## config.mk

```make
export PLATFORM = sky130hd
export DESIGN_NAME = weight_buffer_loader
export DESIGN_NICKNAME = d
export VERILOG_FILES = /design/src/rtl/dnnweaver_pkg.sv /design/src/rtl/weight_buffer_loader.sv
export SDC_FILE = /design/constraint.sdc
export NUM_CORES = 1
export LEC_CHECK = 0
export BUFFER_PORTS_ARGS = -buffer_cell sky130_fd_sc_hd__buf_4
export CAP_MARGIN = 20
export CORE_UTILIZATION = 42
export CTS_CLUSTER_DIAMETER = 120
export DETAILED_ROUTE_END_ITERATION = 12
export GPL_TIMING_DRIVEN = 0
export PLACE_DENSITY = 0.76
export SYNTH_ARGS = -nofsm -noshare
export SYNTH_HDL_FRONTEND = slang
export SYNTH_SLANG_ARGS = --single-unit
```

## constraint.sdc

```tcl
create_clock -name clk -period 1.35 [get_ports clk]
set_input_delay 0.0675 -clock clk [delete_from_list [all_inputs] [get_ports clk]]
set_output_delay 0.0675 -clock clk [all_outputs]
set_load 0.05 [all_outputs]
```

## src/rtl/dnnweaver_pkg.sv

```systemverilog
// Shared dnnweaver definitions: weight_buffer geometry and the loader FSM state encoding.
package dnnweaver_pkg;

  // weight_buffer write-port geometry
  localparam int unsigned WbWrWidth     = 64;
  localparam int unsigned WbWrAddrWidth = 5;

  // weight_buffer_loader FSM states
  typedef enum logic [1:0] {
    StIdle = 2'd0,
    StLoad = 2'd1,
    StDone = 2'd2
  } wbl_state_e;

endpackage

```

## src/rtl/weight_buffer_loader.sv

```systemverilog
// weight_buffer_loader: streams cfg_num_words words from a valid/ready source into the
// weight_buffer write port, starting at cfg_base_addr and wrapping modulo the buffer depth.
//
// Ports
//   clk, reset            : rising-edge clock, synchronous active-high reset
//   start                 : load request (sampled only while idle)
//   cfg_base_addr         : first write address, sampled with start
//   cfg_num_words         : word count, sampled with start (0 = immediate done)
//   s_data/s_valid/s_ready: input stream; s_ready depends on state only
//   write_req/_data/_addr : registered weight_buffer write port, one cycle after accept
//   busy                  : high while loading or signalling done
//   done                  : one-cycle completion pulse
module weight_buffer_loader
  import dnnweaver_pkg::*;
#(
  parameter int unsigned WR_WIDTH      = WbWrWidth,
  parameter int unsigned WR_ADDR_WIDTH = WbWrAddrWidth
) (
  input  logic                     clk,
  input  logic                     reset,
  input  logic                     start,
  input  logic [WR_ADDR_WIDTH-1:0] cfg_base_addr,
  input  logic [WR_ADDR_WIDTH:0]   cfg_num_words,
  input  logic [WR_WIDTH-1:0]      s_data,
  input  logic                     s_valid,
  output logic                     s_ready,
  output logic                     write_req,
  output logic [WR_WIDTH-1:0]      write_data,
  output logic [WR_ADDR_WIDTH-1:0] write_addr,
  output logic                     busy,
  output logic                     done
);

  localparam int unsigned CntW = WR_ADDR_WIDTH + 1;

  wbl_state_e               state_q;
  logic [WR_ADDR_WIDTH-1:0] addr_q;
  logic [CntW-1:0]          count_q;
  logic                     write_req_q;
  logic [WR_WIDTH-1:0]      write_data_q;
  logic [WR_ADDR_WIDTH-1:0] write_addr_q;
  logic                     done_q;

  always_ff @(posedge clk) begin
    if (reset) begin
      state_q      <= StIdle;
      addr_q       <= '0;
      count_q      <= '0;
      write_req_q  <= 1'b0;
      write_data_q <= '0;
      write_addr_q <= '0;
      done_q       <= 1'b0;
    end else begin
      // Strobes default low; data/address registers hold their last value.
      write_req_q <= 1'b0;
      done_q      <= 1'b0;
      unique case (state_q)
        StIdle: begin
          if (start) begin
            if (cfg_num_words == '0) begin
              state_q <= StDone;
              done_q  <= 1'b1;
            end else begin
              addr_q  <= cfg_base_addr;
              count_q <= cfg_num_words;
              state_q <= StLoad;
            end
          end
        end
        StLoad: begin
          if (s_valid) begin
            write_req_q  <= 1'b1;
            write_data_q <= s_data;
            write_addr_q <= addr_q;
            addr_q       <= addr_q + 1'b1;  // natural wrap at buffer depth
            count_q      <= count_q - 1'b1;
            // Last word: done pulse lines up with its write strobe.
            if (count_q == CntW'(1)) begin
              state_q <= StDone;
              done_q  <= 1'b1;
            end
          end
        end
        StDone: begin
          state_q <= StIdle;
        end
        default: begin
          state_q <= StIdle;
        end
      endcase
    end
  end

  assign s_ready    = (state_q == StLoad);
  assign busy       = (state_q != StIdle);
  assign write_req  = write_req_q;
  assign write_data = write_data_q;
  assign write_addr = write_addr_q;
  assign done       = done_q;

endmodule

```

# ---- Word level (Yosys, flattened, before mapping)
# Index checks and enable logic that the tools add are counted.
dict set report word_totals {
  output_inout_bits 73
  in_bits 79
  reg_bits 84
  mem_count 0
  elab_cells 43
  latchBits 0
  mem_bits_rw 0
  rom_bits 0
}
dict set report classes {
  n_lt_le_gt_ge 0
  n_shift 0
  multipliers 0
  reduce_logical 8
  add_sub_neg 2
  n_mux 19
  bitwise 1
  n_eq_ne 6
  div 0
}
# operator n
set ops {}
lappend ops {{$mux 6} 3}
lappend ops {{$mux 5} 3}
lappend ops {{$pmux 6 s2} 1}
lappend ops {{$pmux 5 s2} 1}
lappend ops {{$mux 2} 4}
lappend ops {{$eq 6x1->1 const B} 1}
lappend ops {{$logic_not 6->1} 1}
lappend ops {{$ne 2x2->1 const B} 3}
lappend ops {{$sub 6x1->6 const B} 1}
lappend ops {{$add 5x1->5 const B} 1}
lappend ops {{$mux 1} 5}
lappend ops {{$pmux 2 s2} 1}
lappend ops {{$reduce_and 4->1} 1}
lappend ops {{$reduce_bool 2->1} 2}
lappend ops {{$reduce_and 3->1} 1}
lappend ops {{$eq 2x1->1 const B} 1}
lappend ops {{$logic_not 2->1} 1}
lappend ops {{$ne 2x1->1 const B} 1}
lappend ops {{$pmux 1 s2} 1}
lappend ops {{$reduce_and 2->1} 1}
lappend ops {{$reduce_or 2->1} 1}
lappend ops {{$not 1->1} 1}

# ---- Logic depth before layout (Yosys ltp)
# Gate-level depths: netlist of run 1.
dict set report depth {
  word_depth 4
  mapped_depth 9
  depth_no_buf 5
}

# ---- Worst setup path after synthesis of run 1
# No wires, ideal clock.
dict set report synth_path {
  path_type {register to register}
  startpoint {register state_q[0]}
  endpoint {register write_data_q[24] (netlist: write_data[24])}
  slack_ps -211
  setup_time_ps 70
  required_ps 1280
  path_stages_with_launch 10
  path_buffers 4
  arrival_time_ps 1491
  synth_period_minus_slack_ps 1561
  path_cell_list {dfxtp_1 -> buf_2 -> nand2b_2 -> inv_2 -> and2_1 -> buf_2 -> buf_4 -> buf_6 -> nand2_1 -> a21oi_1}
}
dict set report synth_between {
  elab_chain_len 2
}
# element line
set synth_rtl {}
lappend synth_rtl {{start, declared} weight_buffer_loader.sv:36} ;# wbl_state_e state_q;
lappend synth_rtl {{start signal, assigned} weight_buffer_loader.sv:46} ;# state_q <= StIdle;
lappend synth_rtl {{start signal, assigned} weight_buffer_loader.sv:61} ;# state_q <= StDone;
lappend synth_rtl {{start signal, assigned} weight_buffer_loader.sv:66} ;# state_q <= StLoad;
lappend synth_rtl {{$eq 2x1->1} n/a}
lappend synth_rtl {{named net s_ready} weight_buffer_loader.sv:26} ;# output logic s_ready,
lappend synth_rtl {{$reduce_and 2->1 (no source line)} n/a}
lappend synth_rtl {{end signal, assigned} weight_buffer_loader.sv:73} ;# write_data_q <= s_data;
lappend synth_rtl {{end, declared} weight_buffer_loader.sv:40} ;# logic [WR_WIDTH-1:0] write_data_q;
# The timed path passes the listed nets, and every way through them passes these cells.
# A chain may end at the register's enable or synchronous reset.

# ---- Final worst setup path of run 1
dict set report layout_path {
  startpoint {register state_q[0]}
  endpoint {register addr_q[2]}
}
dict set report layout_between {
  elab_chain_len 3
  word_cells_on_any_way 8
  cone_classes {4 x eq/ne; 1 x mux; 3 x reduce/logical}
}
# element line
set layout_rtl {}
lappend layout_rtl {{$eq 2x1->1 or $logic_not 2->1 (tied branches)} weight_buffer_loader.sv:57} ;# unique case (state_q)
lappend layout_rtl {{$ne 2x2->1 (no source line) or $reduce_bool 2->1 (tied branches)} n/a}
lappend layout_rtl {{$reduce_and 4->1 (no source line)} n/a}
lappend layout_rtl {{end signal, assigned} weight_buffer_loader.sv:64} ;# addr_q <= cfg_base_addr;
lappend layout_rtl {{end signal, assigned} weight_buffer_loader.sv:75} ;# addr_q <= addr_q + 1'b1;
lappend layout_rtl {{end, declared} weight_buffer_loader.sv:37} ;# logic [WR_ADDR_WIDTH-1:0] addr_q;
# Several ways; a longest one is shown, not always the timed one.

==> run summary, run 1 <==
The flow ran to the end, but the final reports show violations. The checks that failed: setup timing. The flip-flop and latch count after synthesis is 84, and the number of violations reported at the end of detailed-routing iteration 0 is 83. By area, the combinational part of the netlist is dominated by simple AND/OR/NAND/NOR gates. TritonCTS built the clock tree. The count of buffers added on input and output ports is 151. For this run, the top clock speed supported by timing is 0.715 GHz. The initial antenna violation count is 0, and the mux contribution to synthesized area is 0.993%. Hold is met by 0.0226 ns. The share of power burned in combinational logic came out at 24.3%. The net count of the finished layout is 726. The tools report the synthesized net count as 490. The footprint of the flip-flops and latches came out at 1690 um2.

In the global route stage, overall resource usage came out at 26.5%. The H-tree was split into 3 levels. The peak ir drop on the vdd network was 0.768 mV. Measured against its own limit, the worst slew margin works out to 57.8%. The signed area change from the synthesized netlist to the final layout is 73.6%, and the remaining routing DRC violations is 0. The worst setup slack after layout is -0.0495 ns, and the via count normalized by instance count is 5.09. The critical path launch point type was a flop. The clock network is responsible for 31.6% of the overall power.

Setup repair after global routing could not meet its margin everywhere. For the share of total power in sequential cells, the log shows 44.2%. The number of buffers on the longest clock path is 2. The synthesized design contains 0 enable-type register cells.

The via count was 3810. The synthesized design spends more area on one cell type than any other, namely sky130_fd_sc_hd__dfxtp_1. Summing the sequential cell areas from Yosys gives 51.3% of the chip area. The floorplan has 31 rows. For the final RePlAce weighted congestion, the log shows 0.751. The via count of the first global-routing pass is 3772. Once detail routing completed, the nets flagged for antenna violations numbered 0. During synthesis, Yosys emitted a total of 0 warnings. The worst setup path is of the reg2reg kind. The final critical-path required period is 1.40 ns. Counting instances in the post-synthesis netlist gives the leading cell types as sky130_fd_sc_hd__nand2_1, sky130_fd_sc_hd__dfxtp_1, sky130_fd_sc_hd__a21oi_1.

The adder-cell share of the synthesized area works out to 1.15%. The path class of the tightest hold or removal check is in2reg. In this run the power spent charging and discharging nets is 0.00182 W.

STA classifies the critical path endpoint as a flop. The number of endpoints with negative hold slack in the final report was 0. The first global-routing pass estimated 17.4 mm of wire. The number of max-cap violations was 0. Of the total synthesized cell area, the portion taken by XOR and XNOR cells is 0%.

The total clock sinks was 84; the summed instance area of the synthesized netlist was 3280 um2. Summing all multi-input logic gate instances after layout gives 1550 um2. Dividing the final minimum period by the clock period gives 104%.

After clock tree synthesis, the clock-pin slew on the worst setup and hold paths is 0.09 ns. Power spread over the standard cell area amounts to 1080 nW/um2. The prevailing post-synth register cell was sky130_fd_sc_hd__dfxtp_1.

The final wirelength was 11.2 mm. By instance count, the leading cell after synthesis is sky130_fd_sc_hd__nand2_1. In this run the count of I/O pins placed on the die edge is 152. After Yosys synthesis, and, or, nand and nor cells account for 22.9% of the synthesized area. The core region is 7410 um2. The synthesized netlist devotes 18.8% of its cell area to compound gates. In this run the horizontal extent of the chip is 90.3 um. Summed over all cells, the static leakage comes to 2.42 nW.

Of all flip-flops after synthesis, the portion carrying an async set or reset was 0%. In this run the biggest area consumer among cell types represents 51.3% of the synthesized area. STA puts the critical path data required time at 1.57 ns. Total global routing overflow: 0.

From bottom edge to top edge, the die measures 90.3 um. TritonCTS created 9 clock buffers. The synthesized netlist cell count came out at 408.

At the placement stage, the worst setup path has a slack of -0.282 ns. After synthesis, the cell types taking the most area are sky130_fd_sc_hd__dfxtp_1, sky130_fd_sc_hd__nand2_1, sky130_fd_sc_hd__a21oi_1, sky130_fd_sc_hd__clkbuf_1, sky130_fd_sc_hd__a21oi_2. The die covers 8160 um2.

The number of filler cells placed in the layout was 497; the fraction of final layout cells sized beyond drive strength 1 was 38.1%. The synthesized area divided by synthesized cell count is 8.03 um2, and the clock skew after layout is 0.0121 ns. After legalization and detailed placement, the total HPWL measured 6.67 mm.

The run gives 0 as the number of antenna diodes. Once the floorplan was initialized, standard cells occupied 44.2% of the core. The number of different library cells used by synthesis comes to 39. The maximum fanout along the worst path is 6.

At the pin with the least slew margin, the transition time is 0.633 ns. In this run switching power makes up 29.8% of total power. The number of detailed-route iterations in the first pass is 4, and the post-detailed-route wirelength per cell is 15.0 um.

For the worst-skew pair, the clock arrives at the later sink with an insertion delay of 0.35 ns. The internal power came out at 0.00431 W. Across all register-to-register paths, the minimum setup slack is -0.05 ns.

The final max-slew violation count is 0. For the pin count of the biggest net entering global routing, the log shows 14. The run gives 7 as the final setup violation count. The root buffer cell chosen for the clock tree is sky130_fd_sc_hd__clkbuf_8. Data on the critical path arrives at its endpoint at 1.62 ns.
power by group through the flow:
stage,Combinational (W),Sequential (W),Clock [W]
6_report,0.00149,0.00271,0.00193
5_1_grt,0.00158,0.00272,0.00207
4_1_cts,0.00142,0.00268,0.00195
3_5_place_dp,0.00119,0.00274,0
3_3_place_gp,0.00118,0.00274,0
2_1_floorplan,0.000448,0.00304,0
worst max-delay path, cell delays in order, from the launching register on:
cell and delay [ns]:
sky130_fd_sc_hd__dfxtp_4 0.39, sky130_fd_sc_hd__a211o_1 0.29, sky130_fd_sc_hd__o211a_1 0.26, sky130_fd_sc_hd__buf_6 0.15
sky130_fd_sc_hd__o21ai_0 0.10, sky130_fd_sc_hd__a21oi_2 0.07
worst paths after layout:
kind / from / endpoint / depth (start not counted)
max: state_q[0]$_SDFFE_PP0P_ / addr_q[2]$_SDFFE_PP0P_ / 5
min reg2reg: write_addr[0]$_SDFFE_PP0P_ / write_addr[0]$_SDFFE_PP0P_ / 2
max reg2reg: state_q[0]$_SDFFE_PP0P_ / addr_q[2]$_SDFFE_PP0P_ / 5
min: cfg_base_addr[1] / addr_q[1]$_SDFFE_PP0P_ / 3
state kept, by name, summed over array words and instances, names as in the netlist:
| register | count |
|---|---|
| state_q | 2 |
| done | 1 |
| write_data | 64 |
| addr_q | 5 |
| write_req | 1 |
| count_q | 6 |
| write_addr | 5 |
metal layers:
layer | global-route usage [%] | part of all wire (%)
met1 | 29.2 | 40
met2 | 47.7 | 50
met3 | 6.40 | 5.8
met4 | 12.6 | 3.8
met5 | 0 | 0
layout make-up:
| type | count | area share, % |
|---|---|---|
| Clock buffer | 12 | 2.38 |
| Multi-Input combinational cell | 291 | 27.3 |
| Inverter | 5 | 0.484 |
| Timing Repair Buffer | 227 | 33.4 |
| Tap cell | 99 | 2.18 |
| Clock inverter | 4 | 1.30 |
| Buffer | 26 | 3.19 |
| Sequential cell | 84 | 29.8 |
stage by stage:
stage	cells	TNS (ns)	area, um2	total power, W	utilization (%)
2_1_floorplan	408	0	3300	0.00349	-
3_3_place_gp	658	-15.52	4560	0.00391	61.5
3_5_place_dp	658	-16.60	4560	0.00394	61.5
4_1_cts	746	-0.677	5580	0.00605	75.3
5_1_grt	748	-0.769	5690	0.00637	76.8
6_report	748	-0.190	5690	0.00613	76.8
cells in the final DEF (no fill, tap or decap), drive strengths merged, types with 3 or more instances in the layout:
master | Yosys | layout
ha | 3 | 3
and2 | 5 | 5
nor4 | 4 | 4
buf | 11 | 177
nand2 | 145 | 145
dlygate4sd3 | 0 | 64
a211oi | 4 | 4
clkinv | 1 | 3
nor2 | 11 | 11
clkbuf | 17 | 24
nor3 | 6 | 6
dfxtp | 84 | 84
o21ai | 9 | 9
a21oi | 80 | 80
inv | 4 | 4
cell families after synthesis:
family,Yosys count
adder cells (fa/ha/maj),3
AND/OR/NAND/NOR,182
multiplexers,3
flip-flops,84
AO/OA/AOI/OAI,103
buffers and inverters,33
timing repair:
| action | 4_1_cts | 5_1_grt |
|---|---|---|
| cloned | 1 | 1 |
| hold endpoints to repair | 64 | 0 |
| setup buffers | 7 | 3 |
| pin swaps | 2 | 4 |
| hold buffers | 64 | 0 |
| endpoints found under the setup margin | 82 | 83 |
| resized for setup | 41 | 43 |
Note: power is estimated with default switching activity, not from simulation.
==> run 2, diff against run 1 <==
Settings changed: CORE_MARGIN set to 3.
==> run summary, run 2 (synthesized netlist as in run 1, its figures left out) <==
The run finished, with violations left. The checks that failed: setup timing. The maximum fanout along the worst path came out at 7 (+1). The library cell used most frequently in the layout, excluding fill and tap cells, is sky130_fd_sc_hd__buf_4. The number of nets in the layout came out at 731 (+0.69%). The critical path endpoint category is a flop.

The run gives 3 (unchanged) as the deepest level of the CTS H-tree. The remaining routing DRC violations was 0 (unchanged); the net switching power of the design was 0.00195 W (+7.2%). The number of detailed-route iterations in the first pass was 4 (unchanged). In the layout the commonest cells are sky130_fd_sc_hd__buf_4, sky130_fd_sc_hd__nand2_1, sky130_fd_sc_hd__dfxtp_1. The clock skew after layout is 0.0114 ns (-0.000708 ns). Setup repair after global routing could not meet its margin everywhere. The clock insertion delay at the later pin of the skew report is 0.35 ns (about the same), and the overall die area is 8890 um2 (+9.1%). For the leakage dissipation, the log shows 2.58 nW (+6.8%).

The number of violations reported at the end of detailed-routing iteration 0 was 113 (+36%); the count of boundary I/O pins was 152 (unchanged). The fraction of power spent switching nets is 30.5% (+0.77 points), and the total power density per cell area is 1050 nW/um2 (-2.4%). The post-detailed-route wirelength per cell was 16.7 um (+11%); the starting density of the core was 44.2% (unchanged).

The worst setup slack after layout is -0.0531 ns (-0.00352 ns), and the final setup violation count is 13 (+6). TritonCTS built the clock tree. For the overall global routing resource usage, the log shows 23.8% (-2.7 points). The logs give 0.713 GHz (-0.25%) for the top achievable clock speed and 9 (unchanged) for the TritonCTS buffer count.

The run gives 4.94 mm (+9.7%) as the detailed-routing wirelength on met1. The clock transition at the registers of the reported paths was 0.08 ns (about the same). For the endpoint arrival time on the critical path, the log shows 1.69 ns (+0.07 ns). The pin count of the biggest net entering global routing was 20 (+6). The part of the total power dissipated in the clock network came out at 32.4% (+0.8 points). The critical path launch point type is a flop.

Post-detailed-route count of antenna-violating nets: 0 (unchanged). The logs give 0.834 (+11%) for the final RePlAce weighted congestion and 25.4% (+1.1 points) for the share of power burned in combinational logic. The logs give 12.5 mm (+12%) for the final wirelength and 0.689 mV (-10%) for the peak ir drop on the vdd network. The tools report the number of filler cells placed in the layout as 408 (-18%). The horizontal die dimension is 94.3 um (+4.4%), and the first-pass GRT wire length is 16.7 mm (-4.1%). The slew at the pin closest to its max-slew limit was 0.713 ns (+0.0792 ns).

The fraction of final layout cells sized beyond drive strength 1 works out to 43.3% (+5.2 points). The run gives 3915 (+2.8%) as the via count. The total clock sinks is 84 (unchanged), and the number of buffers on the longest clock path is 2 (unchanged). The detailed router used layers up to and including met4.

The signed area change from the synthesized netlist to the final layout works out to 85.8%. Length of routed met2 wiring: 6.50 mm (+15%). The sum of met3 wire segment lengths after detailed routing was 708 um (+8.6%). The tightest min-delay check is of the in2reg type.

The logs give 753 (+0.67%) for the count of non-filler cells in the finished layout and 7410 um2 (unchanged) for the core outline area. The tools report the final max-slew violation count as 0 (unchanged). The number of antenna diodes was 0 (unchanged). The tools report the internal power as 0.00445 W (+3.3%).

The tools report the cell chosen for the clock root as sky130_fd_sc_hd__clkbuf_8. The number of flip-flops in the largest register works out to 64 (unchanged). The number of input and output port buffers inserted was 151 (unchanged). The worst setup path is of the reg2reg kind. The share of total power in sequential cells came out at 42.2% (-2.0 points). The via count normalized by instance count is 5.20 (+2.1%), and the part of the cycle the worst path needs is 104% (+0.26 points).

The vertical die dimension was 94.3 um (+4.4%); the site row count was 31 (unchanged). The initial antenna violation count is 0 (unchanged). For the number of endpoints with negative hold slack in the final report, the log shows 0 (unchanged). The remaining max-slew budget at the tightest pin was 52.5% (-5.3 points); the sum of negative setup slack was -0.360 ns (-0.171 ns).

For the endpoint required time on the critical path, the log shows 1.63 ns (+0.06 ns). The total global routing overflow was 0 (unchanged); the final HPWL from detailed placement was 6.87 mm (+3.1%). Final critical-path required period: 1.40 ns (+0.00352 ns). The cell total after placement came out at 658 (unchanged). The run gives 3660 (-3.0%) as the via count of the first global-routing pass.

The number of max-cap violations was 0 (unchanged).
-- run 2: final cells by class --
class | instances | area (um2) | area share (%)
clock buffers | 10 | 138 | 2.26
flip-flops and latches | 84 | 1690 | 27.8
well taps | 99 | 124 | 2.04
plain buffers | 26 | 245 | 4.03
inverters | 5 | 27.5 | 0.452
multi-input cells | 291 | 1720 | 28.2
clock inverters | 6 | 96.3 | 1.58
repair buffers | 232 | 2050 | 33.7
-- run 2: metal layers --
metal / up-vias / global-route usage [%]
met3: 35 / 4.41
met4: 0 / 11.0
met5: - / 0
li1: 1844 / -
met1: 1854 / 27.7
met2: 182 / 42.1
-- run 2: worst max-delay path, cell delays in order, from the launching register on --
cell and delay (ns):
sky130_fd_sc_hd__dfxtp_4 0.39, sky130_fd_sc_hd__a211o_1 0.34, sky130_fd_sc_hd__o211ai_4 0.25, sky130_fd_sc_hd__buf_6 0.18
sky130_fd_sc_hd__o21ai_4 0.06, sky130_fd_sc_hd__a21oi_2 0.12
-- run 2: worst paths after layout --
kind	to	slack, ns	cells after the start	from
setup / recovery	addr_q[3]$_SDFFE_PP0P_	-0.05	5	state_q[0]$_SDFFE_PP0P_
hold / removal	addr_q[1]$_SDFFE_PP0P_	0.02	3	cfg_base_addr[1]
hold reg to reg	write_addr[0]$_SDFFE_PP0P_	0.46	2	write_addr[0]$_SDFFE_PP0P_
setup reg to reg	addr_q[3]$_SDFFE_PP0P_	-0.05	5	state_q[0]$_SDFFE_PP0P_
-- run 2: timing repair --
item | CTS | global route
hold buffers | 64 | 0
setup endpoints to repair | 82 | 83
gates cloned | 0 | 10
endpoints found under the hold margin | 64 | 0
pin swaps | 0 | 25
gates resized for setup | 36 | 95
buffers inserted | 2 | 5
-- run 2: through the flow --
stage	hold WS (ns)	area (um2)	utilization, %	total power [W]	setup slack (ns)
after global routing	0.0160	6090	82.1	0.00666	-0.0928
after CTS	0.0117	5520	74.5	0.00614	-0.0312
final	0.0162	6090	82.1	0.00640	-0.0531
after detailed placement	0.325	4560	61.5	0.00394	-0.334
after floorplan	0.204	3300	-	0.00349	0.0151
after global placement	0.315	4560	61.5	0.00392	-0.254
-- run 2: power by group through the flow --
| stage | Clock (W) | Combinational [W] | Sequential (W) |
|---|---|---|---|
| 6_report | 0.00207 | 0.00163 | 0.00270 |
| 5_1_grt | 0.00222 | 0.00172 | 0.00272 |
| 4_1_cts | 0.00207 | 0.00139 | 0.00269 |
| 3_5_place_dp | 0 | 0.00120 | 0.00274 |
| 3_3_place_gp | 0 | 0.00118 | 0.00274 |
| 2_1_floorplan | 0 | 0.000448 | 0.00304 |
